File: src/rtl/unified_mem_ctrl.sv
// ============================================================================
//  Module      : unified_mem_ctrl
//  Description : Initiator for a shared instruction+data byte memory. Arbitrates
//                the fetch and data requesters onto one port with 1-cycle latency.
//                Optional macro MISALIGN_TRAP_EN drops misaligned accesses.
//  Revision    : 1.0 - initial release
// ============================================================================
`default_nettype none

module unified_mem_ctrl #(
    parameter int MEM_BYTES = 57,
    parameter int ADDR_W    = 32
) (
    input  logic              clk,
    input  logic              rst,
    input  logic              if_req,
    input  logic [ADDR_W-1:0] if_addr,
    output logic              if_valid,
    output logic [31:0]       if_instr,
    input  logic              dm_req,
    input  logic              dm_we,
    input  logic [2:0]        dm_funct3,
    input  logic [ADDR_W-1:0] dm_addr,
    input  logic [31:0]       dm_wdata,
    output logic              dm_valid,
    output logic [31:0]       dm_rdata,
    output logic              dm_err,
    output logic              if_stall,
    output logic              mem_read,
    output logic              mem_write,
    output logic [ADDR_W-1:0] mem_addr,
    output logic [2:0]        mem_funct3,
    output logic [31:0]       mem_wdata,
    input  logic [31:0]       mem_rdata
);

    localparam logic [2:0]        C_F3_WORD   = 3'b010;
    localparam logic [31:0]       C_NOP       = 32'h0000_0013;
    localparam logic [ADDR_W:0]   C_MEM_BYTES = (ADDR_W+1)'(MEM_BYTES);

    typedef enum logic {
        GRANT_FETCH = 1'b0,
        GRANT_DATA  = 1'b1
    } grant_t;

    grant_t      r_last_grant;
    logic        r_if_valid;
    logic [31:0] r_if_instr;
    logic        r_dm_valid;
    logic [31:0] r_dm_rdata;
    logic        r_dm_err;

    logic        w_if_elig;
    logic        w_dm_elig;
    logic        w_if_win;
    logic        w_dm_win;
    logic [1:0]  w_dm_span;
    logic [ADDR_W:0] w_if_last;
    logic [ADDR_W:0] w_dm_last;
    logic        w_if_oor;
    logic        w_dm_oor;
    logic        w_dm_f3_ok;
    logic        w_if_misal;
    logic        w_dm_misal;
    logic        w_if_bad;
    logic        w_dm_bad;
    logic [31:0] w_load_data;

    // Each requester sits out the cycle its valid pulses, giving the other a turn.
    assign w_if_elig = if_req & ~r_if_valid;
    assign w_dm_elig = dm_req & ~r_dm_valid;
    assign w_dm_win  = w_dm_elig & (~w_if_elig | (r_last_grant != GRANT_DATA));
    assign w_if_win  = w_if_elig & ~w_dm_win;
    assign if_stall  = w_if_elig & ~w_if_win;

    always_comb begin
        w_dm_span = 2'd3;
        case (dm_funct3[1:0])
            2'b00:   w_dm_span = 2'd0;
            2'b01:   w_dm_span = 2'd1;
            default: w_dm_span = 2'd3;
        endcase
    end

    // One extra bit so addresses near the top of the space cannot wrap past the limit.
    assign w_if_last = {1'b0, if_addr} + (ADDR_W+1)'(3);
    assign w_dm_last = {1'b0, dm_addr} + {{(ADDR_W-1){1'b0}}, w_dm_span};
    assign w_if_oor  = (w_if_last >= C_MEM_BYTES);
    assign w_dm_oor  = (w_dm_last >= C_MEM_BYTES);

    always_comb begin
        w_dm_f3_ok = 1'b0;
        case (dm_funct3)
            3'b000, 3'b001, 3'b010: w_dm_f3_ok = 1'b1;
            3'b100, 3'b101:         w_dm_f3_ok = ~dm_we;
            default:                w_dm_f3_ok = 1'b0;
        endcase
    end

`ifdef MISALIGN_TRAP_EN
    assign w_if_misal = |if_addr[1:0];
    always_comb begin
        w_dm_misal = 1'b0;
        case (dm_funct3[1:0])
            2'b01:   w_dm_misal = dm_addr[0];
            2'b10:   w_dm_misal = |dm_addr[1:0];
            default: w_dm_misal = 1'b0;
        endcase
    end
`else
    assign w_if_misal = 1'b0;
    assign w_dm_misal = 1'b0;
`endif

    assign w_if_bad = w_if_oor | w_if_misal;
    assign w_dm_bad = w_dm_oor | w_dm_misal | ~w_dm_f3_ok;

    // Port mux: address and width are still presented on a dropped access,
    // only the enables are suppressed.
    always_comb begin
        mem_read   = 1'b0;
        mem_write  = 1'b0;
        mem_addr   = '0;
        mem_funct3 = 3'b000;
        mem_wdata  = 32'h0;
        if (w_dm_win) begin
            mem_read   = ~dm_we & ~w_dm_bad;
            mem_write  =  dm_we & ~w_dm_bad;
            mem_addr   = dm_addr;
            mem_funct3 = dm_funct3;
            mem_wdata  = dm_wdata;
        end else if (w_if_win) begin
            mem_read   = ~w_if_bad;
            mem_addr   = if_addr;
            mem_funct3 = C_F3_WORD;
        end
    end

    // Width/sign handling is idempotent, so a memory that already extends is fine.
    always_comb begin
        w_load_data = 32'h0;
        case (dm_funct3)
            3'b000:  w_load_data = {{24{mem_rdata[7]}}, mem_rdata[7:0]};
            3'b001:  w_load_data = {{16{mem_rdata[15]}}, mem_rdata[15:0]};
            3'b010:  w_load_data = mem_rdata;
            3'b100:  w_load_data = {24'h0, mem_rdata[7:0]};
            3'b101:  w_load_data = {16'h0, mem_rdata[15:0]};
            default: w_load_data = 32'h0;
        endcase
    end

    always_ff @(posedge clk or posedge rst) begin
        if (rst) begin
            r_last_grant <= GRANT_FETCH;
            r_if_valid   <= 1'b0;
            r_if_instr   <= 32'h0;
            r_dm_valid   <= 1'b0;
            r_dm_rdata   <= 32'h0;
            r_dm_err     <= 1'b0;
        end else begin
            r_if_valid <= w_if_win;
            r_dm_valid <= w_dm_win;
            r_dm_err   <= w_dm_win & w_dm_bad;
            if (w_dm_win) begin
                r_last_grant <= GRANT_DATA;
                r_dm_rdata   <= (w_dm_bad | dm_we) ? 32'h0 : w_load_data;
            end else if (w_if_win) begin
                r_last_grant <= GRANT_FETCH;
                r_if_instr   <= w_if_bad ? C_NOP : mem_rdata;
            end
        end
    end

    assign if_valid = r_if_valid;
    assign if_instr = r_if_instr;
    assign dm_valid = r_dm_valid;
    assign dm_rdata = r_dm_rdata;
    assign dm_err   = r_dm_err;

endmodule

`default_nettype wire

File: config.mk
export PLATFORM = sky130hd
export DESIGN_NAME = unified_mem_ctrl
export DESIGN_NICKNAME = d
export VERILOG_FILES = /design/src/rtl/unified_mem_ctrl.sv
export SDC_FILE = /design/constraint.sdc
export NUM_CORES = 1
export LEC_CHECK = 0
export ABC_CLOCK_PERIOD_IN_PS = 10850
export CAP_MARGIN = 40
export CORE_MARGIN = 8
export CORE_UTILIZATION = 44
export CTS_CLUSTER_SIZE = 10
export DETAILED_ROUTE_END_ITERATION = 10
export PLACE_DENSITY = 0.91
export SLEW_MARGIN = 20
export SYNTH_ARGS = -nofsm -noshare
export SYNTH_HDL_FRONTEND = slang
export SYNTH_SLANG_ARGS = --single-unit
File: constraint.sdc
create_clock -name clk -period 10.85 [get_ports clk]
set_clock_uncertainty 0.05 [all_clocks]
set_input_delay 2.17 -clock clk [delete_from_list [all_inputs] [get_ports clk]]
set_output_delay 2.17 -clock clk [all_outputs]
set_load 0.03 [all_outputs]
; After elaboration in Yosys (flattened, before gate mapping)
; Index checks and enable logic that the tools add are counted.
[totals]
latchBits = 0
romBits = 0
reg_bits = 68
ramBits = 0
memories = 0
input_bits = 136
output_inout_bits = 137
[classes]
n_mux = 15
add_sub_neg = 2
eq_ne = 5
reduce_logical = 6
n_div = 0
multipliers = 0
shifts = 0
n_lt_le_gt_ge = 2
bitwise_logic = 21
[ops]
columns = operator, count
row1 = 2-to-1 mux 32 bit, 5
row2 = case mux 32 bit (5 select lines), 1
row3 = >= comparator 33 x 6 -> 1 bit (second input constant), 2
row4 = adder 32 x 2 -> 33 bit, 1
row5 = adder 32 x 2 -> 33 bit (second input constant), 1
row6 = NOT 1 bit, 10
row7 = AND 1 bit, 8
row8 = == test 3 bit (second input constant), 2
row9 = 2-to-1 mux 1 bit, 5
row10 = case mux 2 bit (2 select lines), 1
row11 = == test 3 x 1 -> 1 bit (second input constant), 1
row12 = == test 3 x 2 -> 1 bit (second input constant), 1
row13 = logical NOT 3 bit, 1
row14 = 2-to-1 mux 3 bit, 1
row15 = OR 1 bit, 3
row16 = OR reduction 3 bit, 1
row17 = == test 2 x 1 -> 1 bit (second input constant), 1
row18 = logical NOT 2 bit, 1
row19 = 2-to-1 mux 2 bit, 1
row20 = case mux 1 bit (2 select lines), 1
row21 = AND reduction 2 bit, 1
row22 = nonzero test 2 bit, 1
row23 = OR reduction 2 bit, 1

; Logic depth before layout (Yosys ltp)
; Gate-level depths: netlist of the first run.
[depth]
depth_word = 9
mapped_depth = 13

; Worst setup path before layout of the first run
; No wires, ideal clock.
[synth_timing]
path_kind = input to output
startpoint = input port dm_funct3[1]
endpoint = output port mem_read
slack_ns = 3.338
path_buffers = 3
arrival_ns = 5.292
path_stages = 13
path_cell_list = or2_2 > clkbuf_1 > ha_1 > fa_1 > clkbuf_1 > nand4_1 > nor3_1 > nand3_1 > a2111o_1 > nor4_1 > nand2_1 > buf_2 > o32ai_1
[synth_between]
elab_chain_cells = 8
word_cells_on_any_way = 18
classes_between = add/sub (1) / order compare (1) / eq/ne (5) / mux (3) / bitwise (4) / reduce/logical (4)
[synth_lines]
columns = element, line_no
row1 = "start, declared", 22  ; input logic [2:0] dm_funct3,
row2 = == test 2 x 1 -> 1 bit (tied with other cells), 78  ; case (dm_funct3[1:0])
row3 = case mux 2 bit (2 select lines) (tied with other cells), 78
row4 = adder 32 x 2 -> 33 bit / case mux 1 bit (2 select lines) (equally long branches), "87, 93"
row5 = >= comparator 33 x 6 -> 1 bit / NOT 1 bit (equally long branches), "89, 116"
row6 = OR 1 bit (*), 116  ; assign w_dm_bad = w_dm_oor | w_dm_misal | ~w_dm_f3_ok;
row7 = NOT 1 bit (*), 127  ; mem_read = ~dm_we & ~w_dm_bad;
row8 = AND 1 bit (*), 127
row9 = 2-to-1 mux 1 bit (*), 126  ; if (w_dm_win) begin
row10 = "end, declared", 29  ; output logic mem_read,
; Mark *: on every way between the ends. The rest lies on a longest branch, timed or not.

; Final worst setup path of the first run
[layout_timing]
startpoint = input port dm_funct3[1]
endpoint = output port mem_write
[layout_between]
elab_chain_cells = 8
word_cells_on_any_way = 18
classes_between = add/sub (1) / order compare (1) / eq/ne (5) / mux (3) / bitwise (4) / reduce/logical (4)
[layout_lines]
columns = element, line_no
row1 = == test 2 x 1 -> 1 bit (tied with other cells), 78
row2 = case mux 2 bit (2 select lines) (tied with other cells), 78
row3 = adder 32 x 2 -> 33 bit / case mux 1 bit (2 select lines) (equally long branches), "87, 93"
row4 = >= comparator 33 x 6 -> 1 bit / NOT 1 bit (equally long branches), "89, 116"
row5 = OR 1 bit (*), 116
row6 = NOT 1 bit (*), 128  ; mem_write = dm_we & ~w_dm_bad;
row7 = AND 1 bit (*), 128
row8 = 2-to-1 mux 1 bit (*), 126
row9 = "end, declared", 30  ; output logic mem_write,
; Marked as above.

==> impl_metrics.ini, run 1 <==
[worst_setup_path]
cpPeakStageDelay_ns = 0.71
worstPathCellList = clkdlybuf4s50_1 -> buf_4 -> or2_2 -> ha_1 -> fa_1 -> and4_1 -> nand2_1 -> nor4b_1 -> o32ai_1 -> a2111oi_4 -> buf_4 -> and2_1 -> and4_1 -> clkdlybuf4s50_1
crit_fanout = 33
reg2regPathDepth = 8
startpoint_type = input port
critical_path.endpoint_type = output pin
crit_type = in -> out
cpMaxStageDelayCell = clkdlybuf4s50_1
worstPathArrival_ns = 6.81
required_ns = 8.63

[global_routing]
gr-max-usage-layer = met2
grt_pass1_wl_um = 36630
grt_max_degree = 51
grt_use_met2_pct = 50.35
use_met3_pct = 8.202
grt_pass1_vias = 6316
grt_overflow_total = 0
grt_util_all_layers_pct = 29.10
antenna_found_initial = 0
use_met1_pct = 33.38

[layout]
n_antenna_cell = 0
fill_cells = 905
layout-drive-gt1-share_pct = 8.186
final_area_um2 = 8452
final_cell_mix = 272 x clkdlybuf4s50_1, 68 x nand2_1, 68 x dfrtp_1
final-instance-count-excl-fill = 1051
area_growth_pct = 60.34
finish.net_count = 1040
final_common_cell = clkdlybuf4s50_1
multi_input_area_um2 = 3287
register_area_um2 = 1702

[synthesis]
avgSynthCellArea_um2 = 8.110
netlist_instances = 650
synth_top_family_by_area = simple AND/OR/NAND/NOR gates
async_flop_share_pct = 100.0
ys_ff_latch = 68
synth_cell_types = 72
muxShareOfSynthArea_pct = 2.136
ys_warn_count = 0
yosys.area_share.simple_pct = 32.78
synth_nets = 791
synth_xor_area_share_pct = 2.160
synthFlopType = dfrtp_1
synth-compound-area-share_pct = 23.71
synth_area_um2 = 5271
synth_fa_ha_area_share_pct = 1.329
ys_seq_area_share_pct = 32.28
synth_edf_count = 0

[place]
postPlaceCellArea_um2 = 8085
dpl.cell_count = 1034
gp_congestion = 0.9525
dp_hpwl_um = 17950
port-buffer-count = 272

[route]
final_antenna_net_count = 0
vias = 6494
dr.pass1.iters = 5
wl_per_cell_um = 22.63
drt_iter0_drc = 711
drc = 0
via_per_inst = 6.179
totalWireLength_um = 23780

[floorplanning]
pin_count = 273
core_region_area_um2 = 11860
die_h_um = 125.5
fp.dieArea_um2 = 15740
rows = 40
die_x_um = 125.5
initial_core_util_pct = 44.44

[cts]
post_cts_resized = 0
cts-root-buf = clkbuf_16
path_clk_slew_ns = 0.05
cts_setup_buffers = 0
insertion_delay_ns = 0.34
h-tree-depth = 3
cts_buffers = 9
cts_max_path_buffers = 2
clock-sinks = 68
cts_tree = built
hold_buffers = 0

[sta]
whs_ns = 0.4329
maxSlewViolCount = 0
slew_headroom_pct = 43.86
setup_viol = 0
finalHoldViolCount = 0
layout_min_cycle_time_ns = 9.027
fin_crit_sh_pct = 83.19
tns_ns = 0
fmax_ghz = 0.1108
grt_setup_unrepaired = false
worstMarginPinSlew_ns = 0.8401

[outcome]
status = finished, final reports clean

[power_and_ir_drop]
leakage_uw = 0.003248
pwr_density_cell_nw_per_um2 = 112.2
peakVddDrop_uv = 102.9
finalPower_uw = 948.1

[job]
drv_cap = 0

[hold_path]
hp-class = reg -> reg
hold_depth = 2
kinds of logic (layout without fill, tap and decap cells):
kind of cell	count (synthesis)	in the layout
xor+xnor	13	13
mux	11	11
flops	68	68
buf+inv	62	316
simple gates	316	316
fa+ha+maj	5	5
compound gates	175	175
where the power goes:
group	total [uW]	internal, uW	switching, uW
sequential	259	257	2.20
clock	348	238	110
combinational	341	144	198
worst max-delay path: cells and delay by family:
| kind | cells | cell delay (ns) |
|---|---|---|
| compound gates | 2 | 0.59 |
| buf+inv | 4 | 1.83 |
| fa+ha+maj | 2 | 0.60 |
| simple gates | 6 | 1.59 |
registers in the layout (all words and copies together), names as in the netlist:
register,flops
if_valid,1
dm_valid,1
if_instr,32
dm_rdata,32
r_last_grant,1
dm_err,1
stage by stage:
step                      setup WS (ns)  utilization [%]
after floorplan                   3.338                -
after global placement            1.647            67.51
after detailed placement          1.941            68.16
after CTS                         1.909            71.19
after global routing              1.635            71.26
final                             1.823            71.26
synthesized netlist by cell type, drive strengths merged (4+ instances only):
| cell | number | area, um2 |
|---|---|---|
| mux2i | 9 | 90.09 |
| inv | 16 | 60.05 |
| or3 | 5 | 31.28 |
| and3 | 9 | 56.30 |
| and4 | 8 | 72.57 |
| nor3 | 16 | 80.08 |
| clkbuf | 32 | 123.9 |
| nand3b | 4 | 33.78 |
| nor4 | 20 | 158.9 |
| a21oi | 32 | 160.2 |
| xor2 | 4 | 35.03 |
| nor2b | 4 | 25.02 |
| a22o | 54 | 498.0 |
| nand4 | 25 | 168.9 |
| xnor2 | 9 | 78.83 |
| nor2 | 48 | 180.2 |
| o21ai | 51 | 255.2 |
| dfrtp | 68 | 1702 |
| nand2b | 6 | 37.54 |
| nand3 | 47 | 240.2 |
| nand2 | 68 | 255.2 |
| nor3b | 5 | 37.54 |
| and2 | 38 | 237.7 |
| ha | 4 | 50.05 |
| buf | 14 | 111.3 |
layer usage:
layer / routed length, um / part of all wire, %
met1: 8875 / 37
met2: 11750 / 49
met3: 2339 / 9.8
met4: 812 / 3.4
met5: 0 / 0
final cells by class:
type | instances | share of cell area, %
multi-input cells | 520 | 38.89
flip-flops and latches | 68 | 20.13
well taps | 147 | 2.176
inverters | 16 | 0.7106
clock inverters | 5 | 1.258
repair buffers | 284 | 33.84
clock buffers | 11 | 2.990
final timing paths:
| check | end | slack [ns] | startpoint |
|---|---|---|---|
| max | mem_write | 1.82 | dm_funct3[1] |
| min | dm_rdata[19] | 0.43 | dm_rdata[19] |
| max reg2reg | if_instr[24] | 8.28 | if_valid |
| min reg2reg | dm_rdata[19] | 0.43 | dm_rdata[19] |
| max in group asynchronous | if_instr[6] | 8.06 | rst |
| min in group asynchronous | if_instr[24] | 2.14 | rst |
(Power assumes the default switching activity.)
==> run 2: changes to the inputs <==
- ABC_CLOCK_PERIOD_IN_PS: 10850 -> 8230
- CORE_UTILIZATION: 44 -> 37
- PLACE_DENSITY: 0.91 -> 0.82
- clock period: 10.85 -> 8.23 ns (I/O delays scaled with it)
==> run 2 against run 1 <==
  * Wire length is 4.0% lower
  * Global-route usage shrank 5.2 points
  * Count of clock-buffer cells in the layout grew 1
  * Die area up 16%
  * Total power grew 27%
  * Combinational power grew 31%
  * Highest routed layer unchanged
==> impl_metrics.ini, run 2 (same netlist as run 1, synthesis figures left out) <==
[outcome]
status = finished, final reports clean

[power_and_ir_drop]
pwr_density_cell_nw_per_um2 = 142.5
leakage_uw = 0.003234
peakVddDrop_uv = 111.4

[layout]
final_area_um2 = 8448
finish.net_count = 1041
final_cell_mix = 270 x clkdlybuf4s50_1, 68 x nand2_1, 68 x dfrtp_1
utilization_pct = 60.86
area_growth_pct = 60.27
fill_cells = 1225
layout-drive-gt1-share_pct = 8.287
final_common_cell = clkdlybuf4s50_1

[floorplanning]
core_region_area_um2 = 13880
die_h_um = 135.4
pin_count = 273
fp.dieArea_um2 = 18320
rows = 43
die_x_um = 135.4
initial_core_util_pct = 37.98

[global_routing]
grt_pass1_wl_um = 34460
grt_max_degree = 49
grt_pass1_vias = 5940
grt_util_all_layers_pct = 23.95
grt_overflow_total = 0
antenna_found_initial = 1

[route]
drc = 0
drt_iter0_drc = 565
wl_per_cell_um = 21.02
totalWireLength_um = 22820
final_antenna_net_count = 0
wl_met1_um = 9507
dr.pass1.iters = 5
highest_layer = met4
wl_met3_um = 1990
vias = 6325
wl_met2_um = 10860
via_per_inst = 5.824

[cts]
insertion_delay_ns = 0.34
post_cts_resized = 0
cts-root-buf = clkbuf_16
hold_buffers = 0
cts_tree = built
h-tree-depth = 3
path_clk_slew_ns = 0.05
cts_buffers = 9
cts_max_path_buffers = 2
cts_setup_buffers = 0
clock-sinks = 68

[place]
port-buffer-count = 272
postPlaceCellArea_um2 = 8114
dp_hpwl_um = 18010
gp_congestion = 0.9774

[sta]
setup_viol = 0
tns_ns = 0
fin_crit_sh_pct = 87.81
layout_min_cycle_time_ns = 7.226
whs_ns = 0.4258
worstMarginPinSlew_ns = 0.7540
maxSlewViolCount = 0
finalHoldViolCount = 0
grt_setup_unrepaired = false
fmax_ghz = 0.1384
slew_headroom_pct = 49.61

[worst_setup_path]
startpoint_type = input port
cpMaxStageDelayCell = clkdlybuf4s50_1
cp_num_buf_inv = 3
required_ns = 6.53
worstPathArrival_ns = 5.53
reg2reg_setup_slack_ns = 5.50
crit_fanout = 33
critical_path.endpoint_type = output pin
worstPathCellList = clkdlybuf4s50_1 -> or2_2 -> ha_1 -> fa_1 -> and4_1 -> nand2_1 -> nor4b_1 -> o32ai_1 -> a2111oi_4 -> buf_4 -> and2_1 -> and4_1 -> buf_4
cpPeakStageDelay_ns = 0.59
crit_type = in -> out
path_delay_family = simple AND/OR/NAND/NOR gates

[hold_path]
hp-class = reg -> reg

[job]
drv_cap = 0
run 2: cell types whose count changed in the layout (fill, tap and decap cells not counted), moves of 2 or more:
cell             previous run  this run
clkdlybuf4s50_1           272       270
clkbuf_1                    0         2
buf_8                       2         0
buf_4                       8        12
run 2: worst reg2reg max path, cell delays in order, from the launching register on:
cell     delay, ns
dfrtp_1       0.41
nor2b_1       0.24
o21ai_4       0.19
nor4b_1       0.31
o21ai_0       0.17
or4_4         0.52
nor4_4        0.16
buf_4         0.39
a22o_2        0.23
run 2: final cells by class:
| cell class | instances | area, um2 | area share, % |
|---|---|---|---|
| repair buffers | 285 | 2845 | 33.68 |
| flip-flops and latches | 68 | 1702 | 20.14 |
| multi-input cells | 520 | 3294 | 39.00 |
| well taps | 180 | 225.2 | 2.666 |
| diodes | 1 | 2.502 | 0.02962 |
| clock inverters | 4 | 72.57 | 0.8590 |
| inverters | 16 | 60.06 | 0.7109 |
| clock buffers | 12 | 246.5 | 2.918 |
run 2: worst paths after layout:
check                              from      endpoint  cells past startpoint
max reg2reg                    if_valid  if_instr[14]                      8
min reg2reg                dm_rdata[29]  dm_rdata[29]                      2
max                        dm_funct3[0]     mem_write                     13
min                        dm_rdata[29]  dm_rdata[29]                      2
max in group asynchronous           rst  dm_rdata[11]                      4
min in group asynchronous           rst  if_instr[20]                      3
run 2: report_power, final:
part | switching (uW) | leakage, uW | total (uW) | internal (uW)
logic | 258 | 0.00215 | 447 | 189
clock network | 141 | 0.000153 | 414 | 273
registers | 4.23 | 0.000929 | 343 | 339
total | 403 | 0.00323 | 1200 | 801
run 2: metal layers:
| metal | track usage, % | vias up |
|---|---|---|
| li1 | - | 2931 |
| met1 | 30.50 | 3002 |
| met2 | 39.61 | 363 |
| met3 | 5.490 | 29 |
| met4 | 6.848 | 0 |
| met5 | 0 | - |
run 2: metrics by stage:
stage | cells | total power [uW] | setup WS, ns
3_5_place_dp | 1067 | 793.6 | 1.064
4_1_cts | 1083 | 1210 | 1.014
6_report | 1086 | 1204 | 1.004
2_1_floorplan | 650 | 570.2 | 1.766
5_1_grt | 1086 | 1253 | 0.7136
3_3_place_gp | 1065 | 787.8 | 1.131
==> run 3: changes to the inputs <==
- CAP_MARGIN: 40 -> not set
- CORE_UTILIZATION: 37 -> 59
- DONT_BUFFER_PORTS: not set -> 1
- GPL_TIMING_DRIVEN: not set -> 0
- PLACE_DENSITY: 0.82 -> 0.81
==> run 3 against run 2 <==
  * Sequential power barely moved
  * Via count decreased by 13%
  * Combinational power down 39%
  * Core utilization rose by 4.3 points
  * Largest power group is now registers
  * Total power is 23% lower
  * Largest cell class unchanged
  * Clock power fell by 27%
  * Wire length decreased by 9.8%
==> impl_metrics.ini, run 3 (same netlist as run 1, synthesis figures left out) <==
[global_routing]
grt_overflow_total = 0
antenna_found_initial = 0
grt_util_all_layers_pct = 31.66
grt_max_degree = 50
grt_pass1_vias = 5119
grt_pass1_wl_um = 31150

[route]
wl_per_cell_um = 26.55
via_per_inst = 7.125
totalWireLength_um = 20580
vias = 5522
drc = 0
dr.pass1.iters = 5
drt_iter0_drc = 504
final_antenna_net_count = 0

[sta]
worstMarginPinSlew_ns = 1.117
setup_viol = 0
finalHoldViolCount = 0
slew_headroom_pct = 24.72
grt_setup_unrepaired = false
fmax_ghz = 0.1343
tns_ns = 0
fin_crit_sh_pct = 90.49
layout_min_cycle_time_ns = 7.447
whs_ns = 0.4926
maxSlewViolCount = 0

[place]
dpl.cell_count = 759
port-buffer-count = 0
dp_hpwl_um = 16800
gp_congestion = 0.9657

[worst_setup_path]
crit_fanout = 10
reg2regPathDepth = 8
reg2reg_from = if_valid
crit_start = dm_funct3[1]
startpoint_type = input port
worstPathArrival_ns = 5.75
required_ns = 6.53
reg2reg_setup_slack_ns = 5.00
crit_type = in -> out
crit_end = mem_read
rr_endpoint = if_instr[14]
critical_path.endpoint_type = output pin

[cts]
cts_setup_buffers = 0
post_cts_resized = 0
cts_max_path_buffers = 2
clock-sinks = 68
cts-root-buf = clkbuf_8
cts_tree = built
h-tree-depth = 3
cts_buffers = 9
insertion_delay_ns = 0.33
hold_buffers = 0
path_clk_slew_ns = 0.07

[hold_path]
hp-class = reg -> reg
min-delay-start = r_last_grant

[floorplanning]
rows = 34
die_h_um = 110.5
pin_count = 273
initial_core_util_pct = 60.74
core_region_area_um2 = 8678
fp.dieArea_um2 = 12210
die_x_um = 110.5

[outcome]
status = finished, final reports clean

[power_and_ir_drop]
peakVddDrop_uv = 168.4
pwr_density_cell_nw_per_um2 = 163.1
leakage_uw = 0.002217

[layout]
area_growth_pct = 7.335
fill_cells = 748
layout-drive-gt1-share_pct = 11.39
final_cell_mix = 68 x nand2_1, 68 x dfrtp_1, 48 x nor2_1
finish.net_count = 803
n_antenna_cell = 0
final-instance-count-excl-fill = 775

[job]
drv_cap = 0
==> run 3: worst max-delay path: stages <==
cell and delay (ns):
or2_2 0.08, clkbuf_1 0.38, ha_1 0.30, fa_1 0.19
clkbuf_1 0.32, nand4_1 0.25, nor3_1 0.49, nand3_1 0.20
a2111o_1 0.44, nor4_1 0.39, nand2_1 0.27, buf_2 0.25
o32ai_1 0.53
==> run 3: power by group <==
part | switching, uW | internal, uW | leakage (uW)
Combinational | 211 | 62.1 | 0.00118
Sequential | 8.57 | 338 | 0.000929
Clock | 132 | 172 | 0.000106
Total | 351 | 572 | 0.00222
==> run 3: how the worst min path moves through the flow <==
stage | cells after the start | slack (ns) | endpoint
floorplan | 1 | 0.45 | r_last_grant
finish | 1 | 0.49 | r_last_grant
detailed placement | 1 | 0.48 | r_last_grant
CTS | 1 | 0.50 | r_last_grant
global route | 1 | 0.53 | r_last_grant
global placement | 1 | 0.46 | r_last_grant
==> run 3: final cells by class <==
type / count / area (um2) / area share, %
inverter: 16 / 62.56 / 1.106
sequential: 68 / 1702 / 30.08
tap: 108 / 135.1 / 2.388
buffer: 46 / 235.2 / 4.157
timing repair buffer: 1 / 27.53 / 0.4865
clock buffer: 9 / 123.9 / 2.189
clock inverter: 7 / 97.59 / 1.725
multi-input combinational: 520 / 3274 / 57.87
==> run 3: routing by layer <==
metal	routed length, um	vias up	share of wire (%)	track usage, %
met5	0	-	0	0
met4	539	0	2.6	9.550
met3	2838	47	14	11.69
met2	9698	430	47	50.24
met1	7500	2599	36	39.09
li1	-	2446	-	-
==> run 3: through the flow <==
step / area [um2] / power [uW] / setup WS [ns] / utilization [%]
2_1_floorplan: 5271 / 570.2 / 1.766 / -
3_3_place_gp: 5406 / 617.3 / 0.9788 / 62.30
3_5_place_dp: 5436 / 623.0 / 0.8765 / 62.64
4_1_cts: 5658 / 924.6 / 0.8458 / 65.20
5_1_grt: 5658 / 957.7 / 0.6055 / 65.20
6_report: 5658 / 923.1 / 0.7828 / 65.20
